## src/rtl/alu_writeback.sv

```systemverilog
// ALU writeback stage: a 2-entry result FIFO feeds a register-file write port and the HI/LO registers.
// Latency: a result reaches rf/hi/lo one edge after it is accepted; wide mul/div takes 2 write cycles. in_ready is low when the FIFO is full.

module alu_writeback_fifo #(
  parameter int W = 8
) (
  input  logic         clock,
  input  logic         clear,
  input  logic         push,
  input  logic         pop,
  input  logic [W-1:0] wdata,
  output logic [W-1:0] rdata,
  output logic [1:0]   count
);
  logic [W-1:0] mem [2];
  logic         wp;
  logic         rp;

  always_ff @(posedge clock) begin
    if (push) mem[wp] <= wdata;
  end

  always_ff @(posedge clock) begin
    if (!clear) begin
      wp    <= 1'b0;
      rp    <= 1'b0;
      count <= 2'd0;
    end else begin
      if (push) wp <= ~wp;
      if (pop)  rp <= ~rp;
      count <= count + {1'b0, push} - {1'b0, pop};
    end
  end

  assign rdata = mem[rp];
endmodule

module alu_writeback #(
  parameter int DATA_W = 32,
  parameter int CTL_W  = 4,
  parameter int REG_AW = 4,
  parameter int DEPTH  = 2
) (
  input  logic                clock,
  input  logic                clear,
  input  logic                in_valid,
  output logic                in_ready,
  input  logic [2*DATA_W-1:0] in_result,
  input  logic [CTL_W-1:0]    in_ctl,
  input  logic [REG_AW-1:0]   in_dest,
  input  logic                in_wide,
  output logic                rf_we,
  output logic [REG_AW-1:0]   rf_addr,
  output logic [DATA_W-1:0]   rf_data,
  output logic [DATA_W-1:0]   hi,
  output logic [DATA_W-1:0]   lo,
  output logic                busy
);
  typedef struct packed {
    logic [2*DATA_W-1:0] result;
    logic [CTL_W-1:0]    ctl;
    logic [REG_AW-1:0]   dest;
    logic                wide;
  } entry_t;

  typedef enum logic {IDLE, WR_HI} state_t;

  state_t              state;
  entry_t              in_ent;
  entry_t              head;
  logic [1:0]          count;
  logic                push;
  logic                pop;
  logic [DATA_W-1:0]   hold_data;
  logic [REG_AW-1:0]   hold_addr;

  assign in_ent   = '{result: in_result, ctl: in_ctl, dest: in_dest, wide: in_wide};
  // Ready looks only at the registered count, so a same-cycle pop never frees a slot.
  assign in_ready = clear && (count < 2'(DEPTH));
  assign push     = in_valid && in_ready;
  assign pop      = clear && (state == IDLE) && (count != 2'd0);
  assign busy     = (count != 2'd0) || (state == WR_HI);

  alu_writeback_fifo #(.W($bits(entry_t))) u_fifo (
    .clock (clock),
    .clear (clear),
    .push  (push),
    .pop   (pop),
    .wdata (in_ent),
    .rdata (head),
    .count (count)
  );

  always_ff @(posedge clock) begin
    if (!clear) begin
      state     <= IDLE;
      rf_we     <= 1'b0;
      rf_addr   <= '0;
      rf_data   <= '0;
      hi        <= '0;
      lo        <= '0;
      hold_data <= '0;
      hold_addr <= '0;
    end else begin
      rf_we <= 1'b0;
      case (state)
        IDLE: begin
          if (pop) begin
            case (head.ctl)
              CTL_W'(3), CTL_W'(4): begin
                hi <= head.result[2*DATA_W-1:DATA_W];
                lo <= head.result[DATA_W-1:0];
                if (head.wide) begin
                  rf_we     <= 1'b1;
                  rf_addr   <= head.dest;
                  rf_data   <= head.result[DATA_W-1:0];
                  hold_addr <= head.dest + REG_AW'(1);
                  hold_data <= head.result[2*DATA_W-1:DATA_W];
                  state     <= WR_HI;
                end
              end
              CTL_W'(1), CTL_W'(2), CTL_W'(5), CTL_W'(6), CTL_W'(7), CTL_W'(8),
              CTL_W'(9), CTL_W'(10), CTL_W'(11), CTL_W'(12): begin
                rf_we   <= 1'b1;
                rf_addr <= head.dest;
                rf_data <= head.result[DATA_W-1:0];
              end
              default: ;
            endcase
          end
        end
        WR_HI: begin
          rf_we   <= 1'b1;
          rf_addr <= hold_addr;
          rf_data <= hold_data;
          state   <= IDLE;
        end
        default: state <= IDLE;
      endcase
    end
  end
endmodule
```

## config.mk

```make
export PLATFORM = sky130hd
export DESIGN_NAME = alu_writeback
export DESIGN_NICKNAME = d
export VERILOG_FILES = /design/src/rtl/alu_writeback.sv
export SDC_FILE = /design/constraint.sdc
export NUM_CORES = 1
export LEC_CHECK = 0
export BUFFER_PORTS_ARGS = -buffer_cell sky130_fd_sc_hd__buf_2
export CAP_MARGIN = 30
export CELL_PAD_IN_SITES_DETAIL_PLACEMENT = 2
export CELL_PAD_IN_SITES_GLOBAL_PLACEMENT = 2
export CORE_ASPECT_RATIO = 0.6
export CORE_MARGIN = 10
export CORE_UTILIZATION = 38
export DETAILED_ROUTE_END_ITERATION = 8
export PLACE_DENSITY_LB_ADDON = 0.1
export SYNTH_ARGS = -nofsm -noshare
export SYNTH_HDL_FRONTEND = slang
export SYNTH_SLANG_ARGS = --single-unit
```

## constraint.sdc

```tcl
create_clock -name clock -period 5.8 [get_ports clock]
set_input_delay 0.58 -clock clock [delete_from_list [all_inputs] [get_ports clock]]
set_output_delay 0.58 -clock clock [all_outputs]
set_load 0.05 [all_outputs]
```

# Yosys cells after proc, flatten, opt, wreduce, memory -nomap -nowiden
# Memory sizes are Yosys's and may differ from the RTL's. A register that Yosys moved wholly into a read port is not among the register bits.
# Cells that the tools add are included.
# op_classes
addsub	3
eq_ne	15
reduce_logical	11
magnitude_cmp	1
bitwise	3
muxes	19
# ops
operator	count
$pmux W32 S2	2
$mux W32	2
$eq A4 B4 Y1 const B	5
$eq A4 B3 Y1 const B	4
$pmux W4 S2	2
$reduce_or A10 Y1	1
$eq A4 B2 Y1 const B	2
$mux W1	8
$mux W4	2
$pmux W1 S2	3
$reduce_and A3 Y1	2
$add A4 B1 Y4 const B	1
$eq A4 B1 Y1 const B	1
$logic_and A1 B1 Y1	4
$reduce_and A4 Y1	1
$ne A3 B1 Y1 const B	1
$ne A3 B3 Y1 const B	1
$not A1 Y1	3
$add A2 B1 Y2	1
$lt A2 B2 Y1 const B	1
$ne A2 B1 Y1 const B	1
$reduce_bool A2 Y1	1
$reduce_or A2 Y1	1
$sub A2 B1 Y2	1
$logic_or A1 B1 Y1	1
# word_totals
ramBits	146
n_memories	1
regBits	142
output_inout_bits	103
inputBits	76
# mem_list
name	depth	width	read_ports	rd_ports_with_merged_regs	wr	line_no	rtl
u_fifo.mem	2	73	1	1	1	15	logic [W-1:0] mem [2];

# Longest topological paths before layout
# Gate-level depths: netlist of the first run.
# depth
depth_word	5
ltp_mapped	10

# Hierarchy
# From an unflattened synthesis of the first run, not the netlist that was laid out.
# unflattened
hier_cells	903
area_unflattened_um2	11772.5
# modules_own_cells
mod	area_per_inst_um2	instances	cells_each
alu_writeback	5936.9	1	657
alu_writeback_fifo	5835.6	1	246

# Worst setup path before layout of the first run
# Ideal clock, no wire load.
# synth_path
path_type	input -> register
start	input clear
end	memory u_fifo.mem[0][0] (netlist name) (enable)
setup_slack_ns	0.482
arrival_ns	4.812
n_path_buf	1
path_stages	4
setup_time_ns	0.506
cell_sequence	buf_2 -> nor2b_1 -> nand2_1 -> nor2_1
# synth_between
elab_chain_len	4
# synth_lines
element	line_no	rtl
start, declared	45	input logic clear,
$logic_and A1 B1 Y1	79	assign in_ready = clear && (count < 2'(DEPTH));
net in_ready	47	output logic in_ready,
$logic_and A1 B1 Y1	80	assign push = in_valid && in_ready;
$mux W1	20	if (push) mem[wp] <= wdata;
$mux W1 (implied by the code)	20	
end, declared	15	
# The timed path passes the listed nets, and every way through them passes these cells.

# Worst setup path in the final report of the first run
# layout_path
start	register state
end	output busy
# layout_between
elab_chain_len	1
# layout_lines
element	line_no	rtl
start, declared	68	state_t state;
start signal, assigned	96	state <= IDLE;
start signal, assigned	119	state <= WR_HI;
start signal, assigned	136	state <= IDLE;
$logic_or A1 B1 Y1	82	assign busy = (count != 2'd0) || (state == WR_HI);
end, declared	57	output logic busy
# Every way passes these cells.

==> results of run 1 <==
-- cells by family (layout without fill, tap and decap cells) --
group | after synthesis | after routing
buf+inv | 79 | 248
compound gates | 178 | 178
fa+ha+maj | 3 | 3
flops | 289 | 289
xor+xnor | 4 | 4
mux | 75 | 75
simple gates | 233 | 233
-- per-layer routing --
metal	vias up	share of wire, %	routed length (um)	GRT usage, %
li1	3470	-	-	-
met1	3751	45	14070	21.55
met4	0	2.0	624	3.962
met3	44	4.2	1327	3.685
met2	117	49	15390	29.66
met5	-	0	0	0
-- sequential cells by signal, summed over array words and instances, names as in the netlist, 2 cells and up, named ones only --
register      count
lo               32
u_fifo.mem      146
hold_data        32
u_fifo.count      2
hi               32
rf_addr           4
rf_data          32
hold_addr         4
-- stage by stage --
stage                     area [um^2]  worst slack, ps
after detailed placement        12160             2540
final                           13140             2843
after global placement          12120             2244
after floorplan                 10980            481.7
after CTS                       13140             2798
after global routing            13140             2626
-- critical path, stage by stage, from the launching register on --
cell and delay (ps):
dfxtp_2 810, buf_4 470, inv_1 140, nand2_1 110, buf_2 270
-- worst max path at each step --
stage / from / end / slack, ps / cells after the start
6_report: state$_SDFF_PP0_ / busy / 2840 / 4
5_1_grt: flip-flop / lo[24]$_SDFFE_PN0P_ / 2630 / 6
4_1_cts: state$_SDFF_PP0_ / busy / 2800 / 4
3_5_place_dp: clear / hold_addr[2]$_SDFFE_PN0P_ / 2540 / 7
3_3_place_gp: clear / hold_addr[1]$_SDFFE_PN0P_ / 2240 / 7
2_1_floorplan: clear / u_fifo.mem[0][0]$_DFFE_PP_ / 480 / 4
-- power groups by stage --
stage | Clock (uW) | Combinational [uW] | Sequential (uW)
2_1_floorplan | 0 | 615 | 2760
3_3_place_gp | 0 | 1210 | 2520
3_5_place_dp | 0 | 1240 | 2530
4_1_cts | 1990 | 1250 | 2490
5_1_grt | 2080 | 1320 | 2500
6_report | 1930 | 1230 | 2480
-- cells in the final DEF (no fill, tap or decap), types with 2 or more instances in the layout --
master | synthesis | layout
o21a_1 | 2 | 2
and2_1 | 3 | 3
nand3_1 | 37 | 37
xnor2_1 | 4 | 4
edfxtp_1 | 146 | 146
nor4_4 | 2 | 2
nor2_1 | 4 | 3
clkbuf_8 | 0 | 5
clkbuf_1 | 35 | 9
clkbuf_16 | 0 | 29
nand2_1 | 171 | 171
o22ai_1 | 37 | 37
mux2i_1 | 74 | 74
nor2b_1 | 5 | 5
clkinv_2 | 0 | 4
o211a_1 | 97 | 97
or3_1 | 2 | 2
o31ai_1 | 37 | 37
inv_1 | 6 | 6
buf_2 | 30 | 177
a21boi_0 | 2 | 2
dfxtp_1 | 143 | 141
bufinv_16 | 0 | 4
ha_1 | 3 | 3
nor3_1 | 4 | 3
buf_4 | 3 | 9
buf_12 | 0 | 3
-- final cells by class --
cell class              instances  area share [%]
repair buffers                190           7.800
flip-flops and latches        289           55.20
clock buffers                  43           6.305
inverters                       6          0.1714
well taps                     375           3.571
multi-input cells             493           25.84
clock inverters                 9           1.114
==> flow_summary_export.csv, run 1 <==
group,metric,value,unit
run_status,status,"completed",
hold_path,hold_path.class,"in -> reg",
sta,fmax,338.2,MHz
grt,grt_pass1_wl,48160,um
power_and_ir_drop,ir_drop,0.1687,mV
critical_path,crit_path_end_kind,"primary output",
logic_synthesis,syn_inst,861,
floorplan,core-area,28590,um^2
sta,tns,0,ps
sta,period_share,50.99,%
finish,utilization,45.96,%
grt,grt_pass1_vias,8019,
sta,rsz0062_at_grt,"no",
cts,cts.hold.buffers_added,0,
cts,clockBufferDepth,3,
finish,num_antenna_cells,0,
sta,setup_viol,0,
place,hpwlAfterDp,21040,um
detailed_routing,postRouteAntennaNets,0,
cts,h-tree-depth,1,
logic_synthesis,synthFlopType,"edfxtp_1",
hold_path,worstHoldPathCells,1,
finish,multi_input_area,3395,um^2
power_and_ir_drop,netSwitchingFraction,31.74,%
detailed_routing,wl_per_cell,22.36,um
logic_synthesis,synthMuxAreaShare,6.883,%
floorplan,die_height,151.7,um
critical_path,cp.required,5220,ps
floorplan,ioPinCount,179,
critical_path,worstSetupPathType,"reg -> out",
sta,skew,19.93,ps
grt,antenna_found_initial,0,
logic_synthesis,synth.area.top_cells,"edfxtp_1 40%, dfxtp_1 26%, o211a_1 8.8%",
critical_path,crit_arrival,2380,ps
cts,clk_latency,560,ps
logic_synthesis,synthTopCellsByCount,"171 x nand2_1, 146 x edfxtp_1, 143 x dfxtp_1, 97 x o211a_1, 74 x mux2i_1",
detailed_routing,vias,7382,
place,gp_congestion,0.7250,
finish,layout-drive-gt1-share,23.59,%
logic_synthesis,avgSynthCellArea,12.75,um^2
power_and_ir_drop,comb_power_share,21.8,%
cts,root_buffer,"clkbuf_16",
floorplan,placementRows,48,
cts,cts-resized-gates,0,
floorplan,initial_core_util,38.41,%
hold_path,hold_end,"u_fifo.mem[0][20]$_DFFE_PP_",
logic_synthesis,synth_cell_types,32,
logic_synthesis,syn_area,10980,um^2
finish,stdcell_count,1405,
detailed_routing,vias_per_cell,5.254,
critical_path,crit_fanout,41,
sta,slew_headroom,41.85,%
logic_synthesis,yosys.area_share.simple,9.174,%
logic_synthesis,synth_most_common_cell,"nand2_1",
place,dp.cells,1353,
logic_synthesis,synthAdderAreaFrac,0.3419,%
power_and_ir_drop,p_int,3851,uW
power_and_ir_drop,pwr-share-seq,43.9,%
finish,area_growth,19.66,%
logic_synthesis,synth_edf_count,146,
critical_path,r2r-end,"lo[24]$_SDFFE_PN0P_",
logic_synthesis,synth_top_area_share,39.93,%
cts,cts_tree,"yes",
logic_synthesis,yosysWarnings,0,
cts,cts.sink_count,289,
sta,slew_violations,0,
logic_synthesis,synth_fp_nets,940,
detailed_routing,remaining_drc_errors,0,
power_and_ir_drop,p_leak,0.005967,uW
detailed_routing,drtIter0Drc,403,
detailed_routing,dr.pass1.iters,6,
run,maxCapViolations,0,
power_and_ir_drop,clkPwrFrac,34.3,%
cts,cts.reportedPaths.clkPinSlew,70,ps
finish,nFillCells,2852,
sta,hold_viol,0,
sta,fin_crit,2957,ps
grt,overflow,0,
detailed_routing,drt-total-wl,31410,um
power_and_ir_drop,fin_total_pwr,5642,uW
logic_synthesis,synth-compound-area-share,13.93,%
grt,grt_max_degree,110,
sta,worstMarginPinSlew,872.2,ps
finish,regArea,7252,um^2
logic_synthesis,synth_top_family_by_area,"compound AO/OA/AOI/OAI gates",
logic_synthesis,ys_seq_area_share,66.01,%
cts,cts_buffers,28,
logic_synthesis,yosys.area.top_type,"edfxtp_1",
floorplan,dieArea,36310,um^2
hold_path,hold_path.startpoint,"in_result[11]",
cts,post_cts_buffers,0,
sta,holdWs,209.7,ps
logic_synthesis,async_flop_share,0,%
critical_path,r2r_slack,2870,ps
power_and_ir_drop,p_switching,1791,uW
logic_synthesis,synth_xor_area_share,0.3191,%
critical_path,startpoint_type,"flip-flop",
logic_synthesis,ys_seq_elements,289,
critical_path,reg2reg_depth,6,
floorplan,die_x,239.4,um
grt,grtUsageTotal,17.10,%
finish,num-nets-final,1087,
place,portBuffers,178,
power_and_ir_drop,cellPowerDensity,429.5,nW/um^2
Note: power is estimated with default switching activity, not from simulation.
==> run 2, diff against run 1 <==
Settings changed: CORE_UTILIZATION 38 to 34.
Clock period 5.8 ns to 2.47 ns, I/O delays scaled along.
==> run 2 against run 1 <==
Setup slack worse by 2700 ps; global-route usage down 0.78 points; flip-flop and latch count unchanged; count of clock-buffer cells in the layout up 2; wire length up 8.6%; final area up 7.0%; critical path type is now reg -> reg.
==> flow_summary_export.csv, run 2 (same netlist as run 1, synthesis figures left out) <==
group,metric,value,unit
run_status,status,"completed",
run,maxCapViolations,0,
critical_path,cp.required,2920,ps
finish,num_antenna_cells,0,
critical_path,slowest_stage,"dfxtp_4",
sta,fin_ws,166.0,ps
place,hpwlAfterDp,20640,um
detailed_routing,maxUsedRoutingLayer,"met4",
finish,area_growth,27.99,%
critical_path,crit_path_end_kind,"flip-flop",
finish,utilization,44.57,%
sta,rsz0062_at_grt,"no",
floorplan,initial_core_util,34.82,%
sta,slew_headroom,43.97,%
sta,worstMarginPinSlew,840.4,ps
sta,fin_crit,2304,ps
sta,skew,9.358,ps
cts,cts_buffers,29,
critical_path,critical_path_depth,6,
cts,cts.sink_count,289,
sta,tns,0,ps
finish,stdcell_count,1530,
finish,num-nets-final,1170,
power_and_ir_drop,fin_total_pwr,13290,uW
sta,fmax,434.0,MHz
cts,clockBufferDepth,3,
critical_path,crit_family,"simple AND/OR/NAND/NOR gates",
finish,top_register,"u_fifo.mem",
cts,root_buffer,"clkbuf_16",
detailed_routing,wl_met1,15170,um
critical_path,r2r_slack,170,ps
critical_path,crit_arrival,2750,ps
floorplan,ioPinCount,179,
cts,h-tree-depth,1,
critical_path,startpoint_type,"flip-flop",
floorplan,dieArea,40120,um^2
floorplan,die_x,252.0,um
place,dp.cells,1399,
finish,nFillCells,3164,
sta,setup_viol,0,
critical_path,critPathMaxStageDelay,490,ps
detailed_routing,vias_per_cell,5.063,
cts,cts_tree,"yes",
detailed_routing,wl_per_cell,22.30,um
detailed_routing,drt-total-wl,34120,um
grt,antenna_found_initial,0,
power_and_ir_drop,p_leak,0.006328,uW
place,dpl_worst_slack,149.9,ps
detailed_routing,dr.pass1.iters,4,
grt,grtUsageTotal,16.32,%
sta,hold_viol,0,
critical_path,reg2reg_depth,6,
grt,grt_pass1_vias,8609,
detailed_routing,remaining_drc_errors,0,
sta,slew_violations,0,
floorplan,core-area,31530,um^2
grt,overflow,0,
detailed_routing,wl_met2,17300,um
detailed_routing,wl_met3,1221,um
hold_path,worstHoldPathCells,4,
power_and_ir_drop,ir_drop,0.4801,mV
place,portBuffers,178,
floorplan,placementRows,50,
grt,grt_pass1_wl,51940,um
critical_path,worstSetupPathType,"reg -> reg",
finish,layout_common_cells,"177 x buf_2, 170 x nand2_1, 146 x edfxtp_1, 141 x dfxtp_1, 97 x o211a_1",
floorplan,die_height,159.2,um
finish,layout_commonest_cell,"buf_2",
critical_path,path_buf_inv,1,
detailed_routing,vias,7746,
hold_path,hold_path.class,"in -> reg",
critical_path,crit_fanout,69,
finish,largest_reg_flops,146,
cts,clk_latency,560,ps
detailed_routing,drtIter0Drc,442,
power_and_ir_drop,cellPowerDensity,945.9,nW/um^2
critical_path,crit_chain,"mux2_4, or3_1, nor4_4, buf_12, nand2_1, o211a_1",
sta,period_share,93.28,%
cts,cts.reportedPaths.clkPinSlew,60,ps
detailed_routing,postRouteAntennaNets,0,
grt,grt_max_degree,175,
place,gp_congestion,0.7413,
finish,layout-drive-gt1-share,22.80,%
-- run 2: path summary, 6_finish.rpt --
path	from	to
setup / recovery	flip-flop	hold_data[22]$_SDFFE_PN0P_
hold reg to reg	rf_data[4]$_SDFFE_PN0P_	rf_data[4]$_SDFFE_PN0P_
setup reg to reg	flip-flop	hold_data[22]$_SDFFE_PN0P_
hold / removal	in_valid	u_fifo.wp$_SDFFE_PN0P_
-- run 2: what timing repair did --
item / CTS / global route
hold endpoints to repair: 150 / 0
resized for setup: 0 / 3
hold buffers: 74 / 0
setup buffers: 0 / 2
setup endpoints to repair: 0 / 3
-- run 2: report_power, final --
| part | switching [uW] | total (uW) | leakage (uW) | internal (uW) |
|---|---|---|---|---|
| Sequential | 255 | 5730 | 0.00250 | 5480 |
| Clock | 1880 | 4400 | 0.000466 | 2520 |
| Combinational | 2170 | 3160 | 0.00337 | 986 |
| Total | 4310 | 13300 | 0.00633 | 8990 |
-- run 2: through the flow --
stage | instance area (um^2) | hold slack, ps
after floorplan | 11000 | 345.9
after global placement | 12320 | 435.6
after detailed placement | 12320 | 440.1
after CTS | 14010 | 141.7
after global routing | 14050 | 157.8
final | 14050 | 153.8
-- run 2: layer usage --
metal	vias to the layer above	track usage (%)
met5	-	0
met4	0	2.634
met3	35	3.403
met2	107	29.48
met1	3969	19.82
li1	3635	-
-- run 2: worst min-delay path: stages --
cell and delay, ps:
buf_2 110, nand2_2 100, and2_1 130, o21a_1 90
-- run 2: layout make-up --
class | count | area, um^2 | share of cell area (%)
Clock buffer | 45 | 868.3 | 6.179
Clock inverter | 9 | 76.32 | 0.5431
Inverter | 6 | 22.52 | 0.1603
Multi-Input combinational cell | 493 | 3416 | 24.31
Sequential cell | 289 | 7252 | 51.61
Tap cell | 416 | 520.5 | 3.704
Timing Repair Buffer | 272 | 1897 | 13.50
==> run 3, diff against run 2 <==
Settings changed: CORE_UTILIZATION 34 to 38, PLACE_DENSITY_LB_ADDON 0.1 to 0.08.
Clock period 2.47 ns to 2.5 ns, I/O delays scaled along.
==> run 3 against run 2 <==
Utilization grew 4.1 points; worst hold slack better by 95 ps; die area decreased by 9.5%; via count increased by 0.37%; critical path type unchanged; power decreased by 1.9%; flip-flop and latch count unchanged; largest power group unchanged.
==> flow_summary_export.csv, run 3 (same netlist as run 1, synthesis figures left out) <==
group,metric,value,unit
sta,slew_headroom,35.66,%
critical_path,crit_fanout,69,
run,maxCapViolations,0,
finish,layout-drive-gt1-share,22.17,%
run_status,status,"completed",
sta,fin_ws,196.2,ps
sta,hold_viol,0,
place,dpl_worst_slack,62.67,ps
finish,num-nets-final,1162,
finish,nFillCells,2766,
cts,root_buffer,"clkbuf_16",
critical_path,r2r-end,"hold_addr[2]$_SDFFE_PN0P_",
floorplan,placementRows,48,
critical_path,critPathMaxStageDelay,480,ps
detailed_routing,wl_per_cell,22.37,um
detailed_routing,postRouteAntennaNets,0,
detailed_routing,vias,7775,
power_and_ir_drop,p_leak,0.006278,uW
critical_path,crit_arrival,2740,ps
hold_path,hold_path.startpoint,"in_valid",
hold_path,worstHoldPathCells,4,
cts,post_cts_buffers,0,
sta,worstMarginPinSlew,965.1,ps
floorplan,core-area,28590,um^2
cts,cts_buffers,28,
cts,cts_tree,"yes",
critical_path,worstSetupPathType,"reg -> reg",
power_and_ir_drop,fin_total_pwr,13040,uW
place,dp.cells,1355,
finish,stdcell_count,1481,
critical_path,crit_chain,"mux2_4, or3_1, nor4_4, buf_12, mux2i_1, nor2b_1",
grt,grt_pass1_wl,51570,um
floorplan,die_x,239.4,um
floorplan,ioPinCount,179,
place,hpwlAfterDp,19920,um
critical_path,slowest_stage,"dfxtp_4",
critical_path,path_buf_inv,1,
sta,fmax,434.1,MHz
grt,grt_max_degree,179,
cts,cts.sink_count,289,
hold_path,hold_path.class,"in -> reg",
critical_path,startpoint_type,"flip-flop",
grt,grtUsageTotal,18.16,%
finish,utilization,48.67,%
detailed_routing,dr.pass1.iters,6,
critical_path,crit_family,"simple AND/OR/NAND/NOR gates",
floorplan,dieArea,36310,um^2
sta,fin_crit,2304,ps
place,portBuffers,178,
finish,area_growth,26.72,%
detailed_routing,drtIter0Drc,374,
finish,layout_common_cells,"177 x buf_2, 171 x nand2_1, 146 x edfxtp_1, 141 x dfxtp_1, 97 x o211a_1",
critical_path,critical_path_depth,6,
critical_path,reg2reg_depth,6,
detailed_routing,remaining_drc_errors,0,
finish,top_register,"u_fifo.mem",
cts,cts.reportedPaths.clkPinSlew,70,ps
sta,period_share,92.15,%
grt,antenna_found_initial,1,
grt,grt_pass1_vias,8630,
cts,clk_latency,550,ps
critical_path,r2r_slack,200,ps
sta,setup_viol,0,
hold_path,hold_end,"u_fifo.wp$_SDFFE_PN0P_",
finish,largest_reg_flops,146,
floorplan,initial_core_util,38.41,%
grt,overflow,0,
detailed_routing,drt-total-wl,33140,um
critical_path,cp.required,2940,ps
sta,skew,9.693,ps
sta,tns,0,ps
power_and_ir_drop,cellPowerDensity,937.5,nW/um^2
detailed_routing,vias_per_cell,5.250,
finish,layout_commonest_cell,"buf_2",
power_and_ir_drop,ir_drop,0.4810,mV
cts,clockBufferDepth,3,
critical_path,crit_path_end_kind,"flip-flop",
cts,h-tree-depth,1,
floorplan,die_height,151.7,um
sta,slew_violations,0,
sta,rsz0062_at_grt,"no",
place,gp_congestion,0.7706,
-- run 3: changes by cell type in the layout (fill, tap and decap cells not counted), moves of 2 or more --
cell / previous run / this run
buf_4: 11 / 6
clkbuf_1: 10 / 7
clkbuf_16: 32 / 29
clkinv_1: 1 / 3
-- run 3: layout make-up --
type / count / area [um^2] / share of cell area (%)
antenna: 1 / 2.502 / 0.01799
clock buffer: 41 / 820.8 / 5.899
clock inverter: 11 / 103.9 / 0.7464
inverter: 6 / 22.52 / 0.1619
multi-input combinational: 493 / 3410 / 24.51
sequential: 289 / 7252 / 52.12
tap: 375 / 469.2 / 3.372
timing repair buffer: 265 / 1833 / 13.17
-- run 3: through the flow --
stage	area [um^2]	hold slack [ps]
2_1_floorplan	11000	348.9
3_3_place_gp	12250	436.9
3_5_place_dp	12250	443.0
4_1_cts	13900	227.1
5_1_grt	13910	261.6
6_report	13910	248.5
-- run 3: worst max-delay path by stage --
stage               from                          to
6_report       flip-flop   hold_addr[2]$_SDFFE_PN0P_
3_3_place_gp   flip-flop    rf_data[17]$_SDFFE_PN0P_
5_1_grt        flip-flop   hold_addr[2]$_SDFFE_PN0P_
2_1_floorplan      clear  u_fifo.mem[0][0]$_DFFE_PP_
3_5_place_dp   flip-flop     rf_data[5]$_SDFFE_PN0P_
4_1_cts        flip-flop    rf_data[20]$_SDFFE_PN0P_
-- run 3: layer usage --
metal  routed length (um)  GRT usage (%)
met1                14330          21.69
met2                17220          33.70
met3                 1077          3.360
met4                  509          3.613
met5                    0              0
-- run 3: repair_timing --
item,CTS,global route
setup endpoints to repair,0,36
resized for setup,0,1
endpoints found under the hold margin,146,0
hold buffers,73,0
-- run 3: report_power, final --
group	switching, uW	internal [uW]	leakage, uW	total [uW]
clock network	1830	2480	0.000454	4310
registers	255	5410	0.00250	5670
logic	2120	950	0.00333	3070
-- run 3: worst min-delay path: cells and delay by family --
| kind | cells | cell delay (ps) |
|---|---|---|
| buffers and inverters | 1 | 110 |
| AO/OA/AOI/OAI | 1 | 110 |
| AND/OR/NAND/NOR | 2 | 300 |
